==> config.mk <==
export PLATFORM = sky130hd
export DESIGN_NAME = mem_lsu
export DESIGN_NICKNAME = d
export VERILOG_FILES = /design/src/rtl/mem_lsu.sv
export SDC_FILE = /design/constraint.sdc
export NUM_CORES = 1
export LEC_CHECK = 0
export ABC_AREA = 1
export BUFFER_PORTS_ARGS = -buffer_cell sky130_fd_sc_hd__buf_2
export CAP_MARGIN = 20
export CORE_MARGIN = 4
export CORE_UTILIZATION = 48
export CTS_CLUSTER_SIZE = 12
export DETAILED_ROUTE_END_ITERATION = 12
export HOLD_SLACK_MARGIN = 0.02
export PLACE_DENSITY = 0.9
export SLEW_MARGIN = 10
export SYNTH_ARGS = -nofsm -noshare
export SYNTH_HDL_FRONTEND = slang
export SYNTH_SLANG_ARGS = --single-unit
==> constraint.sdc <==
create_clock -name clk -period 1.76 [get_ports clk]
set_input_delay 0.44 -clock clk [delete_from_list [all_inputs] [get_ports clk]]
set_output_delay 0.44 -clock clk [all_outputs]
set_load 0.05 [all_outputs]
==> src/rtl/mem_lsu.sv <==
// MEM-stage load/store unit: req/ack data bus master with byte lanes, load extension and stall request.
// Optional misaligned-access trap is enabled by defining LSU_MISALIGN_CHK_EN.
module mem_lsu #(
  parameter int unsigned TIMEOUT_CYCLES = 255
) (
  input  logic        clk,
  input  logic        rst,
  input  logic [4:0]  aluop_i,
  input  logic [31:0] mem_addr_i,
  input  logic [31:0] rs2_i,
  input  logic        wreg_i,
  input  logic [4:0]  rd_addr_i,
  input  logic [31:0] rd_data_i,
  output logic        wreg_o,
  output logic [4:0]  rd_addr_o,
  output logic [31:0] rd_data_o,
  output logic        stallreq_mem_o,
  output logic        dbus_req_o,
  output logic        dbus_we_o,
  output logic [31:0] dbus_addr_o,
  output logic [3:0]  dbus_be_o,
  output logic [31:0] dbus_wdata_o,
  input  logic [31:0] dbus_rdata_i,
  input  logic        dbus_ack_i,
  output logic        bus_err_o,
  output logic        misalign_o
);

  localparam logic [4:0] ALUOP_LB  = 5'd16;
  localparam logic [4:0] ALUOP_LH  = 5'd17;
  localparam logic [4:0] ALUOP_LW  = 5'd18;
  localparam logic [4:0] ALUOP_LBU = 5'd19;
  localparam logic [4:0] ALUOP_LHU = 5'd20;
  localparam logic [4:0] ALUOP_SB  = 5'd21;
  localparam logic [4:0] ALUOP_SH  = 5'd22;
  localparam logic [4:0] ALUOP_SW  = 5'd23;

  // TIMEOUT_CYCLES == 0 disables the abort entirely.
  localparam logic [15:0] TO_LAST = (TIMEOUT_CYCLES == 0) ? 16'd0 : 16'(TIMEOUT_CYCLES - 1);
  localparam logic        TO_EN   = (TIMEOUT_CYCLES != 0);

  typedef enum logic [1:0] {S_IDLE, S_BUSY, S_DONE} state_t;

  state_t      r_state, w_state_nxt;
  logic        r_req, r_we, r_bus_err;
  logic [31:0] r_addr, r_wdata, r_load;
  logic [3:0]  r_be;
  logic [4:0]  r_op;
  logic [1:0]  r_off;
  logic [15:0] r_cnt;
  logic        w_memop, w_misalign, w_timeout;

  function automatic logic f_is_memop(input logic [4:0] op);
    return (op >= ALUOP_LB) && (op <= ALUOP_SW);
  endfunction

  function automatic logic f_is_store(input logic [4:0] op);
    return (op == ALUOP_SB) || (op == ALUOP_SH) || (op == ALUOP_SW);
  endfunction

  function automatic logic [3:0] f_lane_be(input logic [4:0] op, input logic [1:0] a);
    case (op)
      ALUOP_SB: f_lane_be = 4'b0001 << a;
      ALUOP_SH: f_lane_be = a[1] ? 4'b1100 : 4'b0011;
      default:  f_lane_be = 4'b1111;
    endcase
  endfunction

  function automatic logic [31:0] f_lane_wdata(input logic [4:0] op, input logic [31:0] d);
    case (op)
      ALUOP_SB: f_lane_wdata = {4{d[7:0]}};
      ALUOP_SH: f_lane_wdata = {2{d[15:0]}};
      ALUOP_SW: f_lane_wdata = d;
      default:  f_lane_wdata = 32'd0;
    endcase
  endfunction

  function automatic logic [31:0] f_load_ext(input logic [4:0] op, input logic [1:0] a,
                                             input logic [31:0] d);
    logic [7:0]  b;
    logic [15:0] h;
    b = d[8*a +: 8];
    h = a[1] ? d[31:16] : d[15:0];
    case (op)
      ALUOP_LB:  f_load_ext = {{24{b[7]}}, b};
      ALUOP_LBU: f_load_ext = {24'd0, b};
      ALUOP_LH:  f_load_ext = {{16{h[15]}}, h};
      ALUOP_LHU: f_load_ext = {16'd0, h};
      ALUOP_LW:  f_load_ext = d;
      default:   f_load_ext = 32'd0;
    endcase
  endfunction

  assign w_memop   = f_is_memop(aluop_i);
  assign w_timeout = TO_EN && (r_cnt == TO_LAST);

`ifdef LSU_MISALIGN_CHK_EN
  always_comb begin
    w_misalign = 1'b0;
    case (aluop_i)
      ALUOP_LH, ALUOP_LHU, ALUOP_SH: w_misalign = mem_addr_i[0];
      ALUOP_LW, ALUOP_SW:            w_misalign = |mem_addr_i[1:0];
      default:                       w_misalign = 1'b0;
    endcase
  end
`else
  assign w_misalign = 1'b0;
`endif

  always_comb begin
    w_state_nxt    = r_state;
    stallreq_mem_o = 1'b0;
    misalign_o     = 1'b0;
    wreg_o         = wreg_i;
    rd_addr_o      = rd_addr_i;
    rd_data_o      = rd_data_i;
    case (r_state)
      S_IDLE: begin
        if (w_memop) begin
          if (w_misalign) begin
            misalign_o = 1'b1;
            wreg_o     = 1'b0;
          end else begin
            stallreq_mem_o = 1'b1;
            w_state_nxt    = S_BUSY;
          end
        end
      end
      S_BUSY: begin
        stallreq_mem_o = 1'b1;
        if (dbus_ack_i || w_timeout) w_state_nxt = S_DONE;
      end
      S_DONE: begin
        rd_data_o   = r_load;
        wreg_o      = wreg_i & ~r_we;
        w_state_nxt = S_IDLE;
      end
      default: w_state_nxt = S_IDLE;
    endcase
    // A stalled instruction must reach MEM/WB as a bubble.
    if (stallreq_mem_o) wreg_o = 1'b0;
  end

  always_ff @(posedge clk) begin
    if (rst) begin
      r_state   <= S_IDLE;
      r_req     <= 1'b0;
      r_we      <= 1'b0;
      r_addr    <= 32'd0;
      r_wdata   <= 32'd0;
      r_be      <= 4'd0;
      r_op      <= 5'd0;
      r_off     <= 2'd0;
      r_cnt     <= 16'd0;
      r_load    <= 32'd0;
      r_bus_err <= 1'b0;
    end else begin
      r_state   <= w_state_nxt;
      r_bus_err <= 1'b0;
      case (r_state)
        S_IDLE: begin
          if (w_state_nxt == S_BUSY) begin
            r_req   <= 1'b1;
            r_we    <= f_is_store(aluop_i);
            r_addr  <= {mem_addr_i[31:2], 2'b00};
            r_be    <= f_lane_be(aluop_i, mem_addr_i[1:0]);
            r_wdata <= f_lane_wdata(aluop_i, rs2_i);
            r_op    <= aluop_i;
            r_off   <= mem_addr_i[1:0];
            r_cnt   <= 16'd0;
          end
        end
        S_BUSY: begin
          if (dbus_ack_i) begin
            r_req  <= 1'b0;
            r_load <= f_load_ext(r_op, r_off, dbus_rdata_i);
          end else if (w_timeout) begin
            r_req     <= 1'b0;
            r_load    <= 32'd0;
            r_bus_err <= 1'b1;
          end else begin
            r_cnt <= r_cnt + 16'd1;
          end
        end
        default: ;
      endcase
    end
  end

  assign dbus_req_o   = r_req;
  assign dbus_we_o    = r_we;
  assign dbus_addr_o  = r_addr;
  assign dbus_be_o    = r_be;
  assign dbus_wdata_o = r_wdata;
  assign bus_err_o    = r_bus_err;

endmodule

* Word-level counts from Yosys, hierarchy flattened
Cells that the tools add are included.
Widths: inputs -> output; s select.
** Cells by class
- Eq/ne operators :: 16
- $lt $le $gt $ge :: 2
- Bitwise operators :: 3
- Add/sub/neg operators :: 1
- Shifts and indexed selects :: 2
- Muxes and demuxes :: 24
- Reductions and logical operators :: 12
** Operators by type and width (number)
- $pmux 32 s5 :: 1
- $mux 32 :: 3
- $pmux 32 s3 :: 1
- $mux 16 :: 4
- $eq 5x5->1 const B :: 8
- $pmux 16 s2 :: 1
- $shiftx 32x6->8 :: 1
- $add 16x1->16 const B :: 1
- $eq 16x8->1 const B :: 1
- $pmux 4 s2 :: 1
- $mux 1 :: 7
- $ne 2x2->1 const B :: 3
- $ge 5x5->1 const B :: 1
- $le 5x5->1 const B :: 1
- $eq 2x1->1 const B :: 2
- $mux 2 :: 2
- $mux 4 :: 1
- $pmux 1 s2 :: 2
- $pmux 2 s2 :: 1
- $reduce_and 2->1 :: 2
- $reduce_and 4->1 :: 1
- $reduce_bool 2->1 :: 2
- $shl 1x2->4 const A :: 1
- $logic_or 1x1->1 :: 3
- 8 further kinds :: 9
** Word-level totals
- Register bits :: 126

* Logic depth before layout (Yosys ltp)
Gate-level depths: netlist (run 1).
- Depth after elaboration :: 7
- Mapped depth :: 11

* Worst setup path before layout (run 1)
No wires, ideal clock.
- Path kind :: input port to output port
- Start point :: in aluop_i[4]
- End point :: out wreg_o
- Data required time :: 1.320 ns
- Slack :: -0.407 ns
- Data arrival time :: 1.727 ns
- Stages :: 5
- Path buffers :: 0
- Cell sequence :: inv_1 -> nor2_1 -> nand2_1 -> nand2_1 -> nor2_1
** On the way
- Longest elaborated chain between the ends :: 5
- Elaborated cells on any way between the ends :: 6
- Those cells by class :: 2 x order compare; 3 x mux; 1 x reduce/logical
** RTL lines
- start, declared :: RTL line 8 : input logic [4:0] aluop_i,
- $ge 5x5->1 / $le 5x5->1 (equally long branches) :: RTL line 54 : return (op >= ALUOP_LB) && (op <= ALUOP_SW);
- $logic_and 1x1->1 (*) :: RTL line 54
- $mux 1 (*) :: RTL line 119 : if (w_memop) begin
- $pmux 1 s2 (*) :: RTL line 117 : case (r_state)
- named net stallreq_mem_o :: RTL line 17 : output logic stallreq_mem_o,
- $mux 1 (*) :: RTL line 141 : if (stallreq_mem_o) wreg_o = 1'b0;
- end, declared :: RTL line 14 : output logic wreg_o,
Mark *: on every way through the listed nets, which the timed path passes. The rest lies on a longest branch.

* Final worst setup path (run 1)
- Start point :: reg r_state[0]
- End point :: out rd_data_o[20]
** On the way
- Longest elaborated chain between the ends :: 2
** RTL lines
- start, declared :: RTL line 44 : state_t r_state, w_state_nxt;
- start signal, assigned :: RTL line 158 : r_state <= w_state_nxt;
- $eq 2x2->1 :: RTL line 117
- $mux 32 :: RTL line 117
- end, declared :: RTL line 16 : output logic [31:0] rd_data_o,
Every way passes these cells.

==> flow_results.xml, run 1 <==
<?xml version="1.0" encoding="UTF-8"?>
<metrics>
  <group name="global_route">
    <metric name="grtUsageMet2" unit="">0.453</metric>
    <metric name="grtUsageMet3" unit="">0.0755</metric>
    <metric name="grt_pass1_wl" unit="µm">31500</metric>
    <metric name="number_of_global_route_vias_before_repair" unit="">6646</metric>
    <metric name="grt_most_used_layer" unit="">met2</metric>
    <metric name="grtUsageMet1" unit="">0.311</metric>
    <metric name="global_router_s_overall_resource_usage" unit="">0.264</metric>
    <metric name="largest_net_degree_at_the_start_of_global_routing" unit="">46</metric>
    <metric name="antenna_violations_before_repair" unit="">0</metric>
    <metric name="global_route.overflow_total" unit="">0</metric>
  </group>
  <group name="synth">
    <metric name="ys_async_sr_fraction" unit="">0</metric>
    <metric name="yosys.cell_types.count" unit="">40</metric>
    <metric name="syn-mean-instance-area" unit="µm²">6.85</metric>
    <metric name="synthFlopType" unit="">sky130_fd_sc_hd__dfxtp_1</metric>
    <metric name="syn_inst" unit="">931</metric>
    <metric name="synth_top_area_cells" unit="">sky130_fd_sc_hd__dfxtp_1 40%, sky130_fd_sc_hd__nand2_1 16%, sky130_fd_sc_hd__nor2_1 8.1%</metric>
    <metric name="synthDominantCellAreaShare" unit="">0.396</metric>
    <metric name="yosys_warnings" unit="">0</metric>
    <metric name="synth_enable_flop_cells" unit="">0</metric>
    <metric name="seq_area_frac_synth" unit="">0.396</metric>
    <metric name="cell_with_the_most_instances_after_synthesis" unit="">sky130_fd_sc_hd__nand2_1</metric>
    <metric name="syn_area" unit="µm²">6380</metric>
    <metric name="yosys.area.top_type" unit="">sky130_fd_sc_hd__dfxtp_1</metric>
    <metric name="synth.ff_latch_count" unit="">126</metric>
    <metric name="yosys-top-cells-count" unit="">264 x sky130_fd_sc_hd__nand2_1, 137 x sky130_fd_sc_hd__nor2_1, 126 x sky130_fd_sc_hd__dfxtp_1</metric>
  </group>
  <group name="pwr">
    <metric name="post-layout-total-power" unit="W">0.00777</metric>
    <metric name="pwr_density_cell" unit="nW/µm²">875</metric>
    <metric name="p_leak" unit="nW">4.39</metric>
    <metric name="irDropWorstVdd" unit="mV">0.735</metric>
  </group>
  <group name="status">
    <metric name="outcome" unit="">finished with violations</metric>
    <metric name="violated_checks" unit="">negative setup slack</metric>
  </group>
  <group name="clock_tree">
    <metric name="cts_buffers" unit="">17</metric>
    <metric name="insertion_delay" unit="ns">0.42</metric>
    <metric name="clkSlewWorstSetupHoldPaths" unit="ns">0.05</metric>
    <metric name="cts.htree.levels" unit="">4</metric>
    <metric name="clock_sinks" unit="">126</metric>
    <metric name="clk_root_buffer_cell" unit="">sky130_fd_sc_hd__clkbuf_16</metric>
    <metric name="tritoncts" unit="">built</metric>
    <metric name="cts-root-to-sink-buffers" unit="">2</metric>
  </group>
  <group name="worst_setup_path">
    <metric name="r2r_start" unit="">r_cnt[0]</metric>
    <metric name="worst_setup_end_kind" unit="">primary output</metric>
    <metric name="required_time_worst_endpoint" unit="ns">1.32</metric>
    <metric name="startpoint" unit="">r_state[0]</metric>
    <metric name="rrSetupSlack" unit="ns">0.12</metric>
    <metric name="cp_max_fo" unit="">9</metric>
    <metric name="worstPathArrival" unit="ns">1.61</metric>
    <metric name="critPathKind" unit="">reg2out</metric>
    <metric name="setup.worst_path.start_class" unit="">register</metric>
  </group>
  <group name="detailed_routing">
    <metric name="drt-initial-drc-count" unit="">562</metric>
    <metric name="drt.antenna.violating_nets" unit="">0</metric>
    <metric name="dr_total_vias" unit="">7210</metric>
    <metric name="drt-pass1-iter-count" unit="">5</metric>
    <metric name="drt_wl_total" unit="µm">21400</metric>
    <metric name="detail_route.vias_per_cell" unit="">5.34</metric>
    <metric name="drc_errors" unit="">0</metric>
    <metric name="avgRoutedWirePerCell" unit="µm">15.8</metric>
  </group>
  <group name="floorplan">
    <metric name="chipHeight" unit="µm">123</metric>
    <metric name="start_util" unit="">0.497</metric>
    <metric name="fp.dieW" unit="µm">123</metric>
    <metric name="fp.coreArea" unit="µm²">12800</metric>
    <metric name="standard_cell_rows" unit="">41</metric>
    <metric name="io_pins" unit="">253</metric>
    <metric name="design.die.area" unit="µm²">15200</metric>
  </group>
  <group name="timing">
    <metric name="post-route-min-period" unit="ns">2.05</metric>
    <metric name="clock_skew_after_layout" unit="ns">0.00580</metric>
    <metric name="drv_slew" unit="">0</metric>
    <metric name="setup_repair_after_global_routing_missed_its_margin" unit="">true</metric>
    <metric name="post-route-period-util" unit="">1.16</metric>
    <metric name="final-hold-violation-count" unit="">0</metric>
    <metric name="fmax" unit="MHz">489</metric>
    <metric name="setup_violators_final" unit="">33</metric>
    <metric name="whs" unit="ns">0.247</metric>
    <metric name="layout_setup_ws" unit="ns">-0.285</metric>
  </group>
  <group name="hold_path">
    <metric name="hold_path.startpoint" unit="">mem_addr_i[24]</metric>
    <metric name="hold_path_class" unit="">in2reg</metric>
  </group>
  <group name="placed_design">
    <metric name="gp_congestion" unit="">0.937</metric>
    <metric name="place_hpwl" unit="µm">14300</metric>
    <metric name="pre_cts_slack" unit="ns">-0.0707</metric>
    <metric name="placement.io_buffers" unit="">239</metric>
    <metric name="postPlaceCellArea" unit="µm²">7790</metric>
  </group>
  <group name="job">
    <metric name="drv.max_cap_violation_count" unit="">0</metric>
  </group>
  <group name="layout">
    <metric name="layout.nets" unit="">1314</metric>
    <metric name="antennaDiodeCount" unit="">0</metric>
    <metric name="area_growth_syn_to_layout" unit="%">39.2</metric>
    <metric name="fillers" unit="">1024</metric>
    <metric name="drive_gt1_frac" unit="">0.322</metric>
    <metric name="fin_util" unit="">0.692</metric>
    <metric name="design_area" unit="µm²">8880</metric>
  </group>
</metrics>
[repair_timing]
item                                    CTS  global route
endpoints found under the setup margin   34            45
cloned                                    2             1
buffers inserted                          1             0
hold buffers                              0             0
resized for setup                        98            33
[power by group]
part / switching [W] / total (W) / leakage (nW) / internal (W)
logic: 0.000910 / 0.00138 / 3.10 / 0.000468
registers: 0.0000454 / 0.00298 / 1.02 / 0.00293
clock network: 0.00125 / 0.00341 / 0.266 / 0.00216
[worst paths after layout]
kind                            depth (start not counted)          endpoint
worst min-delay path                                    3   dbus_addr_o[24]
worst max-delay path                                    5     rd_data_o[20]
worst max register to register                         10          r_cnt[4]
worst min register to register                          2  dbus_wdata_o[15]
[registers in the layout (all words and copies together) (netlist names)]
name and cells:
bus_err_o 1, dbus_addr_o 30, dbus_be_o 4, dbus_req_o 1, dbus_wdata_o 32, dbus_we_o 1, r_cnt 16, r_load 32
r_off 2, r_op 5, r_state 2
[critical path, stage by stage, from the launching register on]
cell and delay [ns]:
sky130_fd_sc_hd__dfxtp_2 0.33, sky130_fd_sc_hd__inv_2 0.06, sky130_fd_sc_hd__nand2_8 0.11, sky130_fd_sc_hd__buf_12 0.16, sky130_fd_sc_hd__mux2_2 0.36, sky130_fd_sc_hd__buf_6 0.16
[routing by layer]
metal / share of wire / wire length [µm]
met3: 0.097 / 2070
met5: 0 / 0
met2: 0.49 / 10500
met1: 0.39 / 8260
met4: 0.027 / 584
[cell families (layout without fill, tap and decap cells)]
group,after synthesis,after routing,synth area share
xor+xnor,4,4,0.00549
simple gates,483,483,0.313
flops,126,126,0.396
buf+inv,121,367,0.0865
fa+ha+maj,2,2,0.00392
other cells,1,3,0.000588
mux,32,32,0.0565
compound gates,162,162,0.139
[cells in the final DEF, fill, tap and decap left out, types with 3 or more instances in the layout]
master | synthesis | layout
sky130_fd_sc_hd__nand2_1 | 264 | 260
sky130_fd_sc_hd__buf_2 | 16 | 205
sky130_fd_sc_hd__nor2_1 | 137 | 135
sky130_fd_sc_hd__dfxtp_1 | 126 | 124
sky130_fd_sc_hd__o21ai_0 | 70 | 69
sky130_fd_sc_hd__inv_1 | 61 | 59
sky130_fd_sc_hd__a21oi_1 | 55 | 55
sky130_fd_sc_hd__nand3_1 | 38 | 38
sky130_fd_sc_hd__mux2_4 | 0 | 21
sky130_fd_sc_hd__buf_8 | 0 | 20
sky130_fd_sc_hd__buf_4 | 12 | 19
sky130_fd_sc_hd__clkbuf_16 | 0 | 18
sky130_fd_sc_hd__buf_6 | 2 | 17
sky130_fd_sc_hd__nand2_2 | 16 | 16
sky130_fd_sc_hd__nand4_1 | 12 | 12
sky130_fd_sc_hd__mux2_2 | 32 | 11
sky130_fd_sc_hd__a21oi_2 | 8 | 8
sky130_fd_sc_hd__a22oi_1 | 8 | 8
sky130_fd_sc_hd__o21ai_1 | 8 | 8
sky130_fd_sc_hd__a31oi_1 | 8 | 8
sky130_fd_sc_hd__inv_2 | 4 | 6
sky130_fd_sc_hd__buf_12 | 1 | 6
sky130_fd_sc_hd__nor2_2 | 3 | 4
sky130_fd_sc_hd__nand2_4 | 1 | 4
sky130_fd_sc_hd__and2_1 | 3 | 3
sky130_fd_sc_hd__xor2_1 | 3 | 3
sky130_fd_sc_hd__nor2_4 | 2 | 3
sky130_fd_sc_hd__clkinv_1 | 3 | 3
sky130_fd_sc_hd__conb_1 | 1 | 3
sky130_fd_sc_hd__clkbuf_8 | 0 | 3
sky130_fd_sc_hd__clkinvlp_4 | 0 | 3
[area by class of cell]
class / count / area (µm²) / share of cell area
Tap cell: 172 / 215 / 0.0242
Inverter: 69 / 260 / 0.0293
Clock buffer: 22 / 474 / 0.0534
Sequential cell: 126 / 2520 / 0.284
Clock inverter: 6 / 87.6 / 0.00987
Timing Repair Buffer: 270 / 1860 / 0.210
Multi-Input combinational cell: 686 / 3450 / 0.389
[through the flow]
stage / instances / TNS [ns]
2_1_floorplan: 933 / 0
3_3_place_gp: 1319 / 0
3_5_place_dp: 1319 / -0.585
4_1_cts: 1350 / -8.48
5_1_grt: 1351 / -9.73
6_report: 1351 / -8.36
No activity file was read; power rests on OpenSTA's default activity.
==> run 2: changes to the inputs <==
CORE_ASPECT_RATIO = 1.4   (was not set)
==> flow_results.xml, run 2 (synthesis gave the netlist of run 1 again) <==
<?xml version="1.0" encoding="UTF-8"?>
<metrics>
  <group name="pwr">
    <metric name="post-layout-total-power" unit="W">0.00783</metric>
    <metric name="pwr_density_cell" unit="nW/µm²">866</metric>
    <metric name="p_leak" unit="nW">4.50</metric>
    <metric name="irDropWorstVdd" unit="mV">0.665</metric>
  </group>
  <group name="clock_tree">
    <metric name="tritoncts" unit="">built</metric>
    <metric name="clkSlewWorstSetupHoldPaths" unit="ns">0.06</metric>
    <metric name="cts_buffers" unit="">17</metric>
    <metric name="clk_root_buffer_cell" unit="">sky130_fd_sc_hd__clkbuf_16</metric>
    <metric name="cts-root-to-sink-buffers" unit="">2</metric>
    <metric name="cts.htree.levels" unit="">4</metric>
    <metric name="clock_sinks" unit="">126</metric>
    <metric name="insertion_delay" unit="ns">0.41</metric>
  </group>
  <group name="layout">
    <metric name="mostFrequentLayoutCells" unit="">260 x sky130_fd_sc_hd__nand2_1, 205 x sky130_fd_sc_hd__buf_2, 136 x sky130_fd_sc_hd__nor2_1</metric>
    <metric name="drive_gt1_frac" unit="">0.329</metric>
    <metric name="multi_input_comb_area" unit="µm²">3480</metric>
    <metric name="sequential_cell_area" unit="µm²">2530</metric>
    <metric name="mostFrequentLayoutCell" unit="">sky130_fd_sc_hd__nand2_1</metric>
    <metric name="final_cell_count_no_fill" unit="">1370</metric>
    <metric name="area_growth_syn_to_layout" unit="%">41.8</metric>
    <metric name="layout.nets" unit="">1322</metric>
    <metric name="fillers" unit="">1010</metric>
  </group>
  <group name="worst_setup_path">
    <metric name="required_time_worst_endpoint" unit="ns">1.32</metric>
    <metric name="critPathKind" unit="">reg2out</metric>
    <metric name="cp_max_fo" unit="">8</metric>
    <metric name="worstPathArrival" unit="ns">1.59</metric>
    <metric name="reg2regPathDepth" unit="">7</metric>
    <metric name="r2r_start" unit="">r_off[0]</metric>
    <metric name="setup.worst_path.start_class" unit="">register</metric>
    <metric name="worst_setup_end_kind" unit="">primary output</metric>
    <metric name="rr_endpoint" unit="">r_load[29]</metric>
    <metric name="rrSetupSlack" unit="ns">0.09</metric>
  </group>
  <group name="timing">
    <metric name="fmax" unit="MHz">492</metric>
    <metric name="layout_setup_ws" unit="ns">-0.274</metric>
    <metric name="setup_violators_final" unit="">33</metric>
    <metric name="clock_skew_after_layout" unit="ns">0.0103</metric>
    <metric name="post-route-period-util" unit="">1.16</metric>
    <metric name="final-hold-violation-count" unit="">0</metric>
    <metric name="setup_repair_after_global_routing_missed_its_margin" unit="">true</metric>
    <metric name="drv_slew" unit="">0</metric>
    <metric name="post-route-min-period" unit="ns">2.03</metric>
  </group>
  <group name="hold_path">
    <metric name="sink_of_the_worst_hold_path" unit="">dbus_addr_o[22]</metric>
    <metric name="hold_path.startpoint" unit="">mem_addr_i[22]</metric>
    <metric name="hold_depth" unit="">3</metric>
    <metric name="hold_path_class" unit="">in2reg</metric>
  </group>
  <group name="global_route">
    <metric name="global_router_s_overall_resource_usage" unit="">0.264</metric>
    <metric name="antenna_violations_before_repair" unit="">1</metric>
    <metric name="grt_pass1_wl" unit="µm">32500</metric>
    <metric name="number_of_global_route_vias_before_repair" unit="">6850</metric>
    <metric name="global_route.overflow_total" unit="">0</metric>
    <metric name="largest_net_degree_at_the_start_of_global_routing" unit="">50</metric>
  </group>
  <group name="floorplan">
    <metric name="io_pins" unit="">253</metric>
    <metric name="design.die.area" unit="µm²">15200</metric>
    <metric name="fp.dieW" unit="µm">105</metric>
    <metric name="standard_cell_rows" unit="">49</metric>
    <metric name="fp.coreArea" unit="µm²">12900</metric>
    <metric name="start_util" unit="">0.493</metric>
    <metric name="chipHeight" unit="µm">144</metric>
  </group>
  <group name="detailed_routing">
    <metric name="drt-pass1-iter-count" unit="">5</metric>
    <metric name="detail_route.vias_per_cell" unit="">5.33</metric>
    <metric name="drt.antenna.violating_nets" unit="">0</metric>
    <metric name="avgRoutedWirePerCell" unit="µm">15.8</metric>
    <metric name="drc_errors" unit="">0</metric>
    <metric name="drt_wl_total" unit="µm">21700</metric>
    <metric name="drt-initial-drc-count" unit="">508</metric>
    <metric name="dr_total_vias" unit="">7299</metric>
  </group>
  <group name="status">
    <metric name="violated_checks" unit="">negative setup slack</metric>
    <metric name="outcome" unit="">finished with violations</metric>
  </group>
  <group name="placed_design">
    <metric name="placed_cells" unit="">1330</metric>
    <metric name="placement.io_buffers" unit="">239</metric>
    <metric name="gp_congestion" unit="">0.919</metric>
    <metric name="place_hpwl" unit="µm">14600</metric>
  </group>
  <group name="job">
    <metric name="drv.max_cap_violation_count" unit="">0</metric>
  </group>
</metrics>
-- run 2: cell types whose count changed in the layout (fill, tap and decap cells not counted), sizes merged --
| cell | previous run | this run |
|---|---|---|
| bufinv | 2 | 1 |
| buf | 269 | 276 |
| clkbuf | 23 | 22 |
| inv | 65 | 72 |
| diode | 0 | 1 |
-- run 2: where the power goes --
group	internal [W]	total, W	leakage, nW	switching (W)
Sequential	0.00293	0.00297	1.02	0.0000449
Combinational	0.000503	0.00142	3.20	0.000921
Clock	0.00205	0.00343	0.277	0.00138
-- run 2: repair_timing --
| action | 4_1_cts | 5_1_grt |
|---|---|---|
| cloned | 1 | 2 |
| setup buffers | 1 | 3 |
| endpoints found under the setup margin | 34 | 38 |
| pin swaps | 0 | 5 |
| hold buffers | 0 | 0 |
| resized for setup | 74 | 76 |
-- run 2: area by class of cell --
type,instances,share of cell area
sequential,126,0.280
inverter,69,0.0289
timing repair buffer,278,0.218
clock inverter,12,0.0138
tap,178,0.0246
multi-input combinational,686,0.385
antenna,1,0.000277
clock buffer,20,0.0505
-- run 2: how the worst max path moves through the flow --
| stage | from | endpoint | slack (ns) | cells after the start |
|---|---|---|---|---|
| final | r_state[0] | rd_data_o[18] | -0.27 | 5 |
| after global routing | r_state[0] | rd_data_o[18] | -0.32 | 5 |
| after CTS | r_state[0] | rd_data_o[4] | -0.30 | 5 |
| after detailed placement | aluop_i[3] | dbus_addr_o[11] | -0.04 | 8 |
| after global placement | aluop_i[3] | dbus_be_o[0] | 0.04 | 11 |
| after floorplan | r_state[0] | rd_data_o[10] | 0.05 | 4 |
-- run 2: routing by layer --
| layer | track usage | wire (µm) |
|---|---|---|
| met5 | 0 | 0 |
| met4 | 0.121 | 867 |
| met3 | 0.0607 | 1760 |
| met2 | 0.489 | 11300 |
| met1 | 0.283 | 7720 |
-- run 2: critical path: stages, from the launching register on --
cell and delay, ns:
sky130_fd_sc_hd__dfxtp_2 0.34, sky130_fd_sc_hd__inv_2 0.06, sky130_fd_sc_hd__nand2_8 0.12, sky130_fd_sc_hd__buf_16 0.16
sky130_fd_sc_hd__mux2_2 0.35, sky130_fd_sc_hd__buf_6 0.15
-- run 2: per-stage QoR --
stage	utilization	setup TNS [ns]	area, µm²	hold WS, ns	worst slack, ns
after floorplan	-	0	6390	0.442	0.0497
after global placement	0.607	0	7850	0.434	0.0369
after detailed placement	0.607	-0.0748	7850	0.439	-0.0384
after CTS	0.672	-9.24	8700	0.236	-0.298
after global routing	0.699	-9.81	9050	0.244	-0.320
final	0.699	-8.28	9050	0.250	-0.274
==> run 3: changes to the inputs <==
RECOVER_POWER = 25   (was not set)
==> flow_results.xml, run 3 (synthesis gave the netlist of run 1 again) <==
<?xml version="1.0" encoding="UTF-8"?>
<metrics>
  <group name="worst_setup_path">
    <metric name="setup.worst_path.start_class" unit="">register</metric>
    <metric name="rr_endpoint" unit="">dbus_be_o[0]</metric>
    <metric name="worstPathArrival" unit="ns">1.60</metric>
    <metric name="critPathKind" unit="">reg2out</metric>
    <metric name="reg2regPathDepth" unit="">11</metric>
    <metric name="required_time_worst_endpoint" unit="ns">1.32</metric>
    <metric name="worst_setup_end_kind" unit="">primary output</metric>
    <metric name="cp_max_fo" unit="">8</metric>
    <metric name="rrSetupSlack" unit="ns">-0.14</metric>
    <metric name="r2r_start" unit="">r_state[1]</metric>
  </group>
  <group name="floorplan">
    <metric name="fp.dieW" unit="µm">105</metric>
    <metric name="fp.coreArea" unit="µm²">12900</metric>
    <metric name="design.die.area" unit="µm²">15200</metric>
    <metric name="chipHeight" unit="µm">144</metric>
    <metric name="standard_cell_rows" unit="">49</metric>
    <metric name="io_pins" unit="">253</metric>
    <metric name="start_util" unit="">0.493</metric>
  </group>
  <group name="pwr">
    <metric name="sw_frac_of_total" unit="">0.300</metric>
    <metric name="combPwrFrac" unit="">0.181</metric>
    <metric name="seq_power_share" unit="">0.380</metric>
    <metric name="pwr_density_cell" unit="nW/µm²">867</metric>
    <metric name="cell_internal_pwr" unit="W">0.00548</metric>
    <metric name="power_frac_clock" unit="">0.439</metric>
    <metric name="p_leak" unit="nW">4.47</metric>
    <metric name="p_switching" unit="W">0.00235</metric>
    <metric name="irDropWorstVdd" unit="mV">0.663</metric>
  </group>
  <group name="detailed_routing">
    <metric name="drt-pass1-iter-count" unit="">6</metric>
    <metric name="drc_errors" unit="">0</metric>
    <metric name="dr_total_vias" unit="">7314</metric>
    <metric name="drt_wl_total" unit="µm">21700</metric>
    <metric name="detail_route.vias_per_cell" unit="">5.34</metric>
    <metric name="drt-initial-drc-count" unit="">512</metric>
    <metric name="drt.antenna.violating_nets" unit="">0</metric>
    <metric name="avgRoutedWirePerCell" unit="µm">15.8</metric>
  </group>
  <group name="global_route">
    <metric name="antenna_violations_before_repair" unit="">1</metric>
    <metric name="global_router_s_overall_resource_usage" unit="">0.264</metric>
    <metric name="number_of_global_route_vias_before_repair" unit="">6850</metric>
    <metric name="global_route.overflow_total" unit="">0</metric>
    <metric name="largest_net_degree_at_the_start_of_global_routing" unit="">50</metric>
    <metric name="grt_pass1_wl" unit="µm">32500</metric>
  </group>
  <group name="timing">
    <metric name="post-route-min-period" unit="ns">2.04</metric>
    <metric name="setup_repair_after_global_routing_missed_its_margin" unit="">true</metric>
    <metric name="layout_setup_ws" unit="ns">-0.276</metric>
    <metric name="fmax" unit="MHz">491</metric>
    <metric name="post-route-period-util" unit="">1.16</metric>
    <metric name="clock_skew_after_layout" unit="ns">0.00929</metric>
    <metric name="setup_violators_final" unit="">79</metric>
    <metric name="drv_slew" unit="">0</metric>
    <metric name="final-hold-violation-count" unit="">0</metric>
  </group>
  <group name="clock_tree">
    <metric name="tritoncts" unit="">built</metric>
    <metric name="clock_sinks" unit="">126</metric>
    <metric name="cts.htree.levels" unit="">4</metric>
    <metric name="clkSlewWorstSetupHoldPaths" unit="ns">0.06</metric>
    <metric name="insertion_delay" unit="ns">0.41</metric>
    <metric name="cts-root-to-sink-buffers" unit="">2</metric>
    <metric name="cts_buffers" unit="">17</metric>
    <metric name="clk_root_buffer_cell" unit="">sky130_fd_sc_hd__clkbuf_16</metric>
  </group>
  <group name="layout">
    <metric name="fin_util" unit="">0.698</metric>
    <metric name="mostFrequentLayoutCell" unit="">sky130_fd_sc_hd__nand2_1</metric>
    <metric name="area_growth_syn_to_layout" unit="%">41.6</metric>
    <metric name="drive_gt1_frac" unit="">0.326</metric>
    <metric name="mostFrequentLayoutCells" unit="">260 x sky130_fd_sc_hd__nand2_1, 168 x sky130_fd_sc_hd__buf_2, 138 x sky130_fd_sc_hd__nor2_1</metric>
    <metric name="fillers" unit="">1016</metric>
    <metric name="layout.nets" unit="">1322</metric>
  </group>
  <group name="status">
    <metric name="violated_checks" unit="">negative setup slack</metric>
    <metric name="outcome" unit="">finished with violations</metric>
  </group>
  <group name="placed_design">
    <metric name="pre_cts_slack" unit="ns">-0.0384</metric>
    <metric name="place_hpwl" unit="µm">14600</metric>
    <metric name="gp_congestion" unit="">0.919</metric>
    <metric name="placement.io_buffers" unit="">239</metric>
  </group>
  <group name="hold_path">
    <metric name="hold_depth" unit="">3</metric>
    <metric name="hold_path.startpoint" unit="">mem_addr_i[22]</metric>
    <metric name="hold_path_class" unit="">in2reg</metric>
    <metric name="sink_of_the_worst_hold_path" unit="">dbus_addr_o[22]</metric>
  </group>
  <group name="job">
    <metric name="drv.max_cap_violation_count" unit="">0</metric>
  </group>
</metrics>
run 3: what timing repair did:
item | CTS | global route
setup endpoints to repair | 34 | 38
setup buffers | 1 | 3
resized for setup | 74 | 76
pin swaps | 0 | 5
hold buffers | 0 | 0
gates cloned | 1 | 2
run 3: power groups by stage:
stage / clock network (W) / registers (W) / logic, W
after CTS: 0.00346 / 0.00297 / 0.00132
after global routing: 0.00362 / 0.00298 / 0.00150
after floorplan: 0 / 0.00325 / 0.000633
after global placement: 0 / 0.00303 / 0.00121
final: 0.00344 / 0.00297 / 0.00142
after detailed placement: 0 / 0.00303 / 0.00123
run 3: stage by stage:
step | hold WS (ns) | cells | total power [W] | instance area, µm² | TNS [ns]
finish | 0.247 | 1370 | 0.00783 | 9030 | -11.18
global route | 0.244 | 1370 | 0.00810 | 9030 | -21.30
CTS | 0.236 | 1364 | 0.00774 | 8700 | -9.24
detailed placement | 0.439 | 1330 | 0.00426 | 7850 | -0.0748
global placement | 0.434 | 1330 | 0.00424 | 7850 | 0
floorplan | 0.442 | 933 | 0.00388 | 6390 | 0
run 3: worst max-delay path, cell delays in order (launching register included):
cell                      delay (ns)
sky130_fd_sc_hd__dfxtp_2        0.34
sky130_fd_sc_hd__inv_2          0.06
sky130_fd_sc_hd__nand2_8        0.12
sky130_fd_sc_hd__buf_16         0.16
sky130_fd_sc_hd__mux2_2         0.35
sky130_fd_sc_hd__buf_6          0.15
run 3: layout make-up:
cell class	instances	area, µm²	area share
clock inverters	12	125	0.0139
well taps	178	223	0.0247
repair buffers	278	1960	0.217
diodes	1	2.50	0.000277
clock buffers	20	457	0.0506
multi-input cells	686	3470	0.384
inverters	69	262	0.0290
flip-flops and latches	126	2530	0.280
run 3: per-layer routing:
layer	vias to the layer above	GRT usage	share of wire
met5	-	0	0
met1	3335	0.283	0.36
met2	416	0.489	0.52
li1	3484	-	-
met4	0	0.121	0.042
met3	79	0.0607	0.079
run 3: worst max-delay path by stage:
| stage | start | to | slack (ns) |
|---|---|---|---|
| global route | r_state[0] | rd_data_o[18] | -0.32 |
| finish | r_state[0] | rd_data_o[18] | -0.28 |
| CTS | r_state[0] | rd_data_o[4] | -0.30 |
| detailed placement | aluop_i[3] | dbus_addr_o[11] | -0.04 |
| global placement | aluop_i[3] | dbus_be_o[0] | 0.04 |
| floorplan | r_state[0] | rd_data_o[10] | 0.05 |
